<file path="config.mk">
export PLATFORM = sky130hd
export DESIGN_NAME = instr_fetch_unit
export DESIGN_NICKNAME = d
export VERILOG_FILES = /design/src/rtl/rv_pkg.sv /design/src/rtl/instr_fetch_unit.sv
export SDC_FILE = /design/constraint.sdc
export NUM_CORES = 1
export LEC_CHECK = 0
export ABC_AREA = 1
export CELL_PAD_IN_SITES_DETAIL_PLACEMENT = 1
export CELL_PAD_IN_SITES_GLOBAL_PLACEMENT = 1
export CORE_MARGIN = 3
export CORE_UTILIZATION = 32
export DETAILED_ROUTE_END_ITERATION = 10
export GPL_TIMING_DRIVEN = 0
export PLACE_DENSITY = 0.77
export SLEW_MARGIN = 5
export SYNTH_ARGS = -nofsm -noshare
export SYNTH_HDL_FRONTEND = slang
export SYNTH_SLANG_ARGS = --single-unit
</file>
<file path="constraint.sdc">
create_clock -name clk -period 2.39 [get_ports clk]
set_clock_uncertainty 0.2 [all_clocks]
set_input_delay 0.478 -clock clk [delete_from_list [all_inputs] [get_ports clk]]
set_output_delay 0.478 -clock clk [all_outputs]
set_load 0.02 [all_outputs]
</file>
<file path="src/rtl/rv_pkg.sv">
// Shared RV32I front-end definitions: fetch FSM encoding, NOP word and base opcodes.
package rv_pkg;

  typedef enum logic [1:0] {
    ST_IDLE  = 2'd0,
    ST_FETCH = 2'd1,
    ST_WAIT  = 2'd2
  } fetch_state_e;

  localparam logic [31:0] NOP_INSTR = 32'h0000_0013;

  localparam logic [6:0] OP_IMM = 7'd19;
  localparam logic [6:0] LOAD   = 7'd3;
  localparam logic [6:0] STORE  = 7'd35;
  localparam logic [6:0] BRANCH = 7'd99;
  localparam logic [6:0] JAL    = 7'd111;
  localparam logic [6:0] JALR   = 7'd103;
  localparam logic [6:0] LUI    = 7'd55;
  localparam logic [6:0] OP     = 7'd51;

endpackage

</file>
<file path="src/rtl/instr_fetch_unit.sv">
// Instruction fetch stage: PC, single-outstanding imem req/gnt/rvalid fetch,
// output instruction register with valid/ready handshake and PC redirect.
module instr_fetch_unit
  import rv_pkg::*;
#(
  parameter int unsigned     XLEN      = 32,
  parameter logic [XLEN-1:0] RESET_PC  = '0,
  parameter logic [31:0]     NOP_INSTR = rv_pkg::NOP_INSTR
) (
  input  logic            clk,
  input  logic            rst_n,
  output logic            imem_req,
  output logic [XLEN-1:0] imem_addr,
  input  logic            imem_gnt,
  input  logic            imem_rvalid,
  input  logic [31:0]     imem_rdata,
  input  logic            redirect,
  input  logic [XLEN-1:0] redirect_pc,
  output logic            instr_valid,
  input  logic            id_ready,
  output logic [31:0]     instr,
  output logic [XLEN-1:0] pc_out,
  output logic [6:0]      opcode
);

  fetch_state_e    r_state, w_state_nxt;
  logic [XLEN-1:0] r_pc_q, w_pc_nxt;
  logic [XLEN-1:0] r_pc_out, w_pc_out_nxt;
  logic [31:0]     r_instr, w_instr_nxt;
  logic            r_valid, w_valid_nxt;
  logic            r_discard, w_discard_nxt;
  logic            w_slot_free;
  logic            w_req;
  logic            w_fire;
  logic [XLEN-1:0] w_redirect_tgt;

  assign w_slot_free    = !r_valid || id_ready;
  assign w_req          = (r_state == ST_FETCH) && w_slot_free;
  assign w_fire         = w_req && imem_gnt;
  assign w_redirect_tgt = redirect_pc & ~XLEN'(3);

  always_ff @(posedge clk or negedge rst_n) begin
    if (!rst_n) begin
      r_state   <= ST_IDLE;
      r_pc_q    <= RESET_PC;
      r_pc_out  <= RESET_PC;
      r_instr   <= NOP_INSTR;
      r_valid   <= 1'b0;
      r_discard <= 1'b0;
    end else begin
      r_state   <= w_state_nxt;
      r_pc_q    <= w_pc_nxt;
      r_pc_out  <= w_pc_out_nxt;
      r_instr   <= w_instr_nxt;
      r_valid   <= w_valid_nxt;
      r_discard <= w_discard_nxt;
    end
  end

  always_comb begin
    w_state_nxt   = r_state;
    w_pc_nxt      = r_pc_q;
    w_pc_out_nxt  = r_pc_out;
    w_instr_nxt   = r_instr;
    w_valid_nxt   = r_valid;
    w_discard_nxt = r_discard;

    // Decode consumed the held instruction; a response below may overwrite this.
    if (r_valid && id_ready) begin
      w_valid_nxt = 1'b0;
      w_instr_nxt = NOP_INSTR;
    end

    case (r_state)
      ST_IDLE: begin
        w_state_nxt = ST_FETCH;
      end
      ST_FETCH: begin
        if (w_fire) begin
          w_state_nxt = ST_WAIT;
        end
        // A grant in the redirect cycle is still honoured, so its data must be dropped.
        if (redirect) begin
          w_pc_nxt    = w_redirect_tgt;
          w_valid_nxt = 1'b0;
          w_instr_nxt = NOP_INSTR;
          if (w_fire) begin
            w_discard_nxt = 1'b1;
          end
        end
      end
      ST_WAIT: begin
        if (redirect) begin
          w_pc_nxt    = w_redirect_tgt;
          w_valid_nxt = 1'b0;
          w_instr_nxt = NOP_INSTR;
          if (imem_rvalid) begin
            w_discard_nxt = 1'b0;
            w_state_nxt   = ST_FETCH;
          end else begin
            w_discard_nxt = 1'b1;
          end
        end else if (imem_rvalid) begin
          w_state_nxt = ST_FETCH;
          if (r_discard) begin
            w_discard_nxt = 1'b0;
          end else begin
            w_instr_nxt  = imem_rdata;
            w_pc_out_nxt = r_pc_q;
            w_valid_nxt  = 1'b1;
            w_pc_nxt     = r_pc_q + XLEN'(4);
          end
        end
      end
      default: begin
        w_state_nxt = ST_IDLE;
      end
    endcase
  end

  assign imem_req    = w_req;
  assign imem_addr   = r_pc_q;
  assign instr_valid = r_valid;
  assign instr       = r_instr;
  assign pc_out      = r_pc_out;
  assign opcode      = r_instr[6:0];

endmodule

</file>
== After elaboration in Yosys (flattened, before gate mapping) ==
Index checks and enable logic that the tools add are counted.
Cells by class
  add/sub/neg operators: 1
  $mul: 0
  div/mod/pow operators: 0
  $lt $le $gt $ge: 0
  equal/unequal tests: 7
  shift-type cells: 0
  multiplexer cells: 26
  bitwise operators: 2
  reduce and logical (&&, ||, !) cells: 11
Operators with widths (count)
  $mux W32: 9
  $pmux W32 S2: 2
  $add A32 B3 Y32 const B: 1
  $reduce_and A4 Y1: 3
  $mux W1: 10
  $ne A2 B2 Y1 const B: 3
  $ne A3 B3 Y1 const B: 2
  $pmux W2 S3: 1
  $mux W2: 2
  $pmux W1 S2: 2
  $logic_and A1 B1 Y1: 3
  $eq A2 B1 Y1 const B: 1
  $eq A2 B2 Y1 const B: 1
  $logic_not A2 Y1: 1
  $not A1 Y1: 2
  $reduce_and A2 Y1: 1
  $reduce_bool A2 Y1: 1
  $logic_not A1 Y1: 1
  $logic_or A1 B1 Y1: 1
Storage, ports and cells
  flip-flop bits (word level): 100
  bits in latches: 0
  RAM bits: 0
  ROM bits: 0
  bits of input ports: 70
  logic and storage cells: 53
  memories kept: 0

== Depth between registers and ports, before layout ==
Gate-level depths: netlist of run 1.
  word-level depth: 7
  mapped depth: 11

== Least setup slack after synthesis of run 1 ==
Ideal clock, no wire load.
  path kind: register to register
  start: register r_state[0]
  end: register r_pc_out[25] (netlist: pc_out[25])
  arrival time: 1.579 ns
  required time: 2.060 ns
  slack: 0.481 ns
  cell stages (with the launch flop): 12
  buffers on the path: 2
  path through: dfrtp_1 -> inv_1 -> ha_1 -> inv_2 -> nor2_4 -> inv_2 -> nor2_8 -> inv_2 -> buf_6 -> buf_4 -> nand2_1 -> o21ai_1
Between the ends
  longest elaborated chain between the ends: 2
RTL lines
  start, declared: RTL line instr_fetch_unit.sv:26  | fetch_state_e r_state, w_state_nxt;
  start signal, assigned: RTL line instr_fetch_unit.sv:51  | r_state <= w_state_nxt;
  $eq A2 B2 Y1: RTL line instr_fetch_unit.sv:74  | case (r_state)
  $reduce_and A4 Y1 (no line)
  end signal, assigned: RTL line instr_fetch_unit.sv:53  | r_pc_out <= w_pc_out_nxt;
  end, declared: RTL line instr_fetch_unit.sv:28  | logic [XLEN-1:0] r_pc_out, w_pc_out_nxt;
Every way passes these cells.
A chain may end at the register's enable or synchronous reset.

== Final worst setup path of run 1 ==
  start: register r_instr[4] (netlist: instr[4])
  end: output opcode[4]
RTL lines
  start, declared: RTL line instr_fetch_unit.sv:29  | logic [31:0] r_instr, w_instr_nxt;
  start signal, assigned: RTL line instr_fetch_unit.sv:54  | r_instr <= w_instr_nxt;
  end, declared: RTL line instr_fetch_unit.sv:23  | output logic [6:0] opcode
No word-level cell between the ends.

==> qor.yml, run 1 <==
layout:
  syn2layout_area_growth_pct: 45.0
  finish.utilization: 0.484
  post_layout_nonfiller_instances: 1103
  fin_nets: 962
  layout.filler_cells: 1937
  most_common_cell_after_layout_fill_and_taps_aside: "sky130_fd_sc_hd__nand2_1"
  final_cell_mix: "sky130_fd_sc_hd__nand2_1, sky130_fd_sc_hd__clkdlybuf4s50_1, sky130_fd_sc_hd__nand3_1"
  antenna_diode_instance_count: 0
  stdcell_area_um2: 7520
  layout-drive-gt1-share: 0.0897
cts:
  number_of_cts_inserted_buffers: 9
  cts_root_buf: "sky130_fd_sc_hd__clkbuf_16"
  cts.htree.levels: 3
  cts_tree: "done"
  clock_pin_slew_of_the_registers_on_the_worst_case_setup_and_hold_paths_ns: 0.07
  insertion_delay_ns: 0.35
  cts-root-to-sink-buffers: 2
  cts.sink_count: 96
power_and_ir_drop:
  static_leakage_nw: 3.46
  power_dissipated_by_switching_net_loads_mw: 4.35
  total_power_mw: 9.39
  netSwitchingFraction: 0.463
  irDropWorstVdd_v: 0.000515
  share_seq_of_total_power: 0.307
  cell_internal_pwr_mw: 5.04
  clock_power_share: 0.165
  cellPowerDensity_nw_per_um2: 1250
  comb_power_share: 0.528
routing:
  routed.top_layer: "met4"
  met2_length_um: 9270
  remaining_drc_errors: 0
  drtIter0Drc: 266
  met1_routed_wirelength_after_detailed_routing_um: 9340
  vias_per_cell: 4.91
  met3_length_um: 839
  postRouteAntennaNets: 0
  route.final.wire_length_um: 19700
  wl_per_cell_um: 17.9
  first_pass_detailed_route_iteration_total: 4
  vias: 5412
yosys:
  synthTopCellsByArea: "sky130_fd_sc_hd__dfrtp_1, sky130_fd_sc_hd__nand2_1, sky130_fd_sc_hd__nand3_1, sky130_fd_sc_hd__nor2_1, sky130_fd_sc_hd__inv_1"
  synth_cell_types: 35
  synth-seq-cells: 96
  synth_top_cell_by_area: "sky130_fd_sc_hd__dfrtp_1"
  synth_top_area_share: 0.449
  avgSynthCellArea_um2: 7.40
  synth_warnings: 0
  post_synth_inst_count: 701
  syn_area_um2: 5180
  seq_area_frac_synth: 0.464
  synth-edff-count: 0
  ys_dominant_reg_cell: "sky130_fd_sc_hd__dfrtp_1"
  ys_async_sr_fraction: 1.00
place:
  final_estimated_routing_congestion_in_global_placement: 0.911
  placement.cell_area_um2: 7170
  port_buffers: 168
  hpwl_um: 15500
  placed_cells_incl_taps: 1084
grt:
  grt_pass1_vias: 5861
  grt_overflow: 0
  grt_usage: 0.222
  maximum_number_of_pins_on_one_net_before_global_route_repair: 55
  grt_pass1_wl_um: 31600
  grt_antenna_before_repair: 0
worst_hold_path:
  hold_path.class: "reg2reg"
critical_path:
  crit_path_start_kind: "flop"
  crit_path_end_kind: "output port"
  worst_ep_arrival_time_ns: 1.62
  critical_path_fanouts_max: 3
  path_class: "reg2out"
  required_ns: 1.71
floorplan:
  top_level_pins: 175
  die-area_um2: 17800
  chipWidth_um: 133
  row_count: 45
  initial_standard_cell_utilization_of_the_core: 0.334
  coreArea_um2: 15500
  die_h_um: 133
flow_run:
  drv_cap: 0
timing:
  finalMaxSlewViolations: 0
  final-setup-viol-count: 0
  setup_tns_ns: 0
  maximum_clock_rate_mhz: 436
  tightest_slew_ns: 0.619
  hold_viol_final: 0
  max-slew-margin-rel: 0.587
  finalCritPeriodShare: 0.960
  period_minus_slack_ns: 2.29
outcome:
  outcome: "finished clean"
## through the flow
stage | hold WS (ns) | setup WS, ns
2_1_floorplan | -0.0176 | 0.481
3_3_place_gp | 0.258 | -3.07
3_5_place_dp | 0.257 | -0.226
4_1_cts | 0.275 | 0.0278
5_1_grt | 0.296 | -0.00846
6_report | 0.274 | 0.0953
## synthesized netlist by cell type, types with 2 or more instances
cell type and count:
sky130_fd_sc_hd__xor2_1 2, sky130_fd_sc_hd__buf_6 5, sky130_fd_sc_hd__buf_2 7, sky130_fd_sc_hd__buf_1 4
sky130_fd_sc_hd__inv_2 4, sky130_fd_sc_hd__dfrtp_1 93, sky130_fd_sc_hd__nor2_1 93, sky130_fd_sc_hd__a21oi_2 2
sky130_fd_sc_hd__o21ai_1 25, sky130_fd_sc_hd__o22ai_1 4, sky130_fd_sc_hd__a21oi_1 10, sky130_fd_sc_hd__nand2_1 217
sky130_fd_sc_hd__a211oi_1 2, sky130_fd_sc_hd__clkbuf_1 12, sky130_fd_sc_hd__ha_1 5, sky130_fd_sc_hd__nand3_1 96
sky130_fd_sc_hd__inv_1 51, sky130_fd_sc_hd__a22oi_2 3, sky130_fd_sc_hd__buf_4 14, sky130_fd_sc_hd__dfstp_2 3
sky130_fd_sc_hd__o21ai_2 10, sky130_fd_sc_hd__nand4_1 2, sky130_fd_sc_hd__o21ai_0 25
## repair_timing
item                                    in CTS  in global routing
pin swaps                                    0                  1
hold endpoints to repair                    42                  0
gates resized for setup                      3                  5
buffers inserted                             0                  3
endpoints found under the setup margin       1                 66
hold buffers                                 1                  0
## logic make-up (layout without fill, tap and decap cells)
| logic type | count (synthesis) | after routing | share of synthesized area |
|---|---|---|---|
| xor+xnor | 2 | 2 | 0.00338 |
| compound gates | 83 | 83 | 0.0958 |
| simple gates | 416 | 416 | 0.334 |
| flops | 96 | 96 | 0.464 |
| fa+ha+maj | 5 | 5 | 0.0121 |
| other cells | 1 | 4 | 0.000723 |
| buf+inv | 98 | 286 | 0.0902 |
## worst max-delay path, stage by stage, from the launching register on
cell and delay (ns):
sky130_fd_sc_hd__dfstp_2 0.55, sky130_fd_sc_hd__buf_4 0.10, sky130_fd_sc_hd__clkdlybuf4s50_1 0.62
## sequential cells by signal, indices dropped and copies added (netlist names)
name	count
imem_addr	30
instr_valid	1
r_discard	1
pc_out	30
r_state	2
instr	32
## power by group through the flow
| stage | Clock, mW | Combinational, mW | Sequential (mW) |
|---|---|---|---|
| 2_1_floorplan | 0 | 2.12 | 3.40 |
| 3_3_place_gp | 0 | 4.78 | 2.87 |
| 3_5_place_dp | 0 | 4.94 | 2.91 |
| 4_1_cts | 1.57 | 4.97 | 2.89 |
| 5_1_grt | 1.64 | 5.40 | 2.98 |
| 6_report | 1.55 | 4.96 | 2.88 |
## path summary, 6_finish.rpt
check                      startpoint            end  slack [ns]  cells past startpoint
min reg2reg                 pc_out[3]      pc_out[3]        0.27                      2
max                          instr[4]      opcode[4]         0.1                      2
max reg2reg                r_state[0]  imem_addr[10]        0.11                      9
min in group asynchronous       rst_n       instr[2]        0.45                      2
max in group asynchronous       rst_n       instr[1]        0.82                      3
min                         pc_out[3]      pc_out[3]        0.27                      2
## area by class of cell
type | count | area [um2] | area share
well taps | 211 | 264 | 0.0351
flip-flops and latches | 96 | 2410 | 0.320
clock buffers | 10 | 239 | 0.0318
inverters | 56 | 211 | 0.0281
multi-input cells | 510 | 2330 | 0.310
plain buffers | 41 | 255 | 0.0340
clock inverters | 6 | 73.8 | 0.00982
repair buffers | 173 | 1740 | 0.232
## layer usage
metal / GRT usage / vias up
li1: - / 2602
met1: 0.307 / 2648
met2: 0.366 / 145
met3: 0.0279 / 17
met4: 0.0657 / 0
met5: 0 / -
(Power assumes the default switching activity.)
==> run 2: changes to the inputs <==
CTS_CLUSTER_DIAMETER = 200   (was not set)
==> results of run 2 <==
The final DEF is identical to that of run 1; final timing and power are the same.
==> run 3: changes to the inputs <==
HOLD_SLACK_MARGIN = 0.02   (was not set)
PLACE_DENSITY = not set   (was 0.77)
PLACE_DENSITY_LB_ADDON = 0.1   (was not set)
==> qor.yml, run 3 (same netlist as run 1, synthesis figures left out) <==
critical_path:
  cp.buffers_inverters: 2
  cells_along_the_critical_path: "buf_4 -> clkdlybuf4s50_1"
  critical_path.top_delay_family: "buffers and inverters"
  critical-path-max-stage-delay_ns: 0.58
  reg_to_reg_endpoint: "imem_addr[22]"
  critical_path_fanouts_max: 3
  r2r_slack_ns: 0.13
  required_ns: 1.71
  slowest_stage: "sky130_fd_sc_hd__clkdlybuf4s50_1"
  path_class: "reg2out"
  worst_r2r_startpoint: "r_state[0]"
  worst_ep_arrival_time_ns: 1.59
  crit_path_start_kind: "flop"
  crit_path_end_kind: "output port"
  worst-r2r-cell-count: 9
floorplan:
  top_level_pins: 175
  coreArea_um2: 15500
  chipWidth_um: 133
  row_count: 45
  die-area_um2: 17800
  die_h_um: 133
  initial_standard_cell_utilization_of_the_core: 0.334
routing:
  drtIter0Drc: 231
  vias: 5465
  route.final.wire_length_um: 19500
  first_pass_detailed_route_iteration_total: 4
  remaining_drc_errors: 0
  postRouteAntennaNets: 0
  wl_per_cell_um: 17.7
  vias_per_cell: 4.96
timing:
  setup_tns_ns: 0
  maximum_clock_rate_mhz: 441
  period_minus_slack_ns: 2.27
  max-slew-margin-rel: 0.622
  finalMaxSlewViolations: 0
  hold_viol_final: 0
  final-setup-viol-count: 0
  finalCritPeriodShare: 0.949
  final.hold.worst_slack_ns: 0.274
  setup_repair_after_global_routing_missed_its_margin: "yes"
  setup_slack_ns: 0.121
  tightest_slew_ns: 0.567
cts:
  cts.htree.levels: 3
  clock_pin_slew_of_the_registers_on_the_worst_case_setup_and_hold_paths_ns: 0.07
  cts_root_buf: "sky130_fd_sc_hd__clkbuf_16"
  number_of_cts_inserted_buffers: 9
  insertion_delay_ns: 0.36
  cts.sink_count: 96
  cts-root-to-sink-buffers: 2
  cts_tree: "done"
layout:
  fin_nets: 961
  antenna_diode_instance_count: 0
  most_common_cell_after_layout_fill_and_taps_aside: "sky130_fd_sc_hd__nand2_1"
  post_layout_nonfiller_instances: 1102
  layout-drive-gt1-share: 0.0875
  layout.filler_cells: 1954
  largest_register_ff_count: 32
  final_cell_mix: "sky130_fd_sc_hd__nand2_1, sky130_fd_sc_hd__clkdlybuf4s50_1, sky130_fd_sc_hd__nand3_1"
  syn2layout_area_growth_pct: 44.2
place:
  final_estimated_routing_congestion_in_global_placement: 0.915
  dp_slack_ns: -0.267
  placed_cells_incl_taps: 1084
  hpwl_um: 15200
  port_buffers: 168
power_and_ir_drop:
  cellPowerDensity_nw_per_um2: 1240
  irDropWorstVdd_v: 0.000561
  static_leakage_nw: 3.44
flow_run:
  drv_cap: 0
worst_hold_path:
  min-delay-start: "pc_out[10]"
  hold_path.class: "reg2reg"
  hold-path-endpoint: "pc_out[10]"
  cell_count_of_the_worst_hold_path: 2
grt:
  maximum_number_of_pins_on_one_net_before_global_route_repair: 59
  grt_overflow: 0
  grt_pass1_wl_um: 31600
  grt_pass1_vias: 5883
  grt_antenna_before_repair: 1
  grt_usage: 0.222
outcome:
  outcome: "finished clean"
==> run 3: how the worst max path moves through the flow <==
stage | start | to | slack (ns) | depth (start not counted)
after CTS | r_state[0] | imem_addr[22] | 0.02 | 9
after floorplan | r_state[0] | pc_out[25] | 0.48 | 11
after detailed placement | redirect | imem_addr[22] | -0.27 | 7
after global placement | rst_n | imem_addr[25] | -3.19 | 1
after global routing | r_state[0] | imem_addr[22] | -0.07 | 9
final | instr[1] | opcode[1] | 0.12 | 2
==> run 3: per-layer routing <==
metal / global-route usage / vias to the layer above / part of all wire
met4: 0.0760 / 2 / 0.016
met3: 0.0431 / 20 / 0.048
met5: 0 / - / 0.00056
met1: 0.277 / 2679 / 0.43
met2: 0.386 / 164 / 0.50
li1: - / 2600 / -
==> run 3: power breakdown <==
part	total, mW	switching, mW	internal [mW]
Clock	1.44	0.671	0.765
Combinational	4.93	2.99	1.95
Sequential	2.87	0.642	2.23
Total	9.24	4.30	4.94
==> run 3: what timing repair did <==
action	4_1_cts	5_1_grt
buffers inserted	0	2
hold buffers	1	0
hold endpoints to repair	37	0
resized for setup	1	9
setup endpoints to repair	11	56
pin swaps	0	1
==> run 3: cell type report <==
class,instances,area (um2),share of cell area
sequential,96,2410,0.322
clock inverter,4,28.8,0.00385
inverter,56,211,0.0283
buffer,41,255,0.0341
tap,211,264,0.0353
clock buffer,12,256,0.0343
multi-input combinational,510,2330,0.311
timing repair buffer,172,1730,0.231
==> run 3: tightest hold or removal path: cells and delay by family, from the launching register on <==
| family | cells | cell delay (ns) |
|---|---|---|
| flops | 1 | 0.34 |
| simple gates | 2 | 0.10 |
==> run 3: metrics by stage <==
| stage | area (um2) | total power, mW | utilization |
|---|---|---|---|
| CTS | 7460 | 9.30 | 0.480 |
| global route | 7480 | 9.91 | 0.481 |
| global placement | 7140 | 7.66 | 0.460 |
| finish | 7480 | 9.24 | 0.481 |
| detailed placement | 7170 | 7.84 | 0.461 |
| floorplan | 5200 | 5.52 | - |
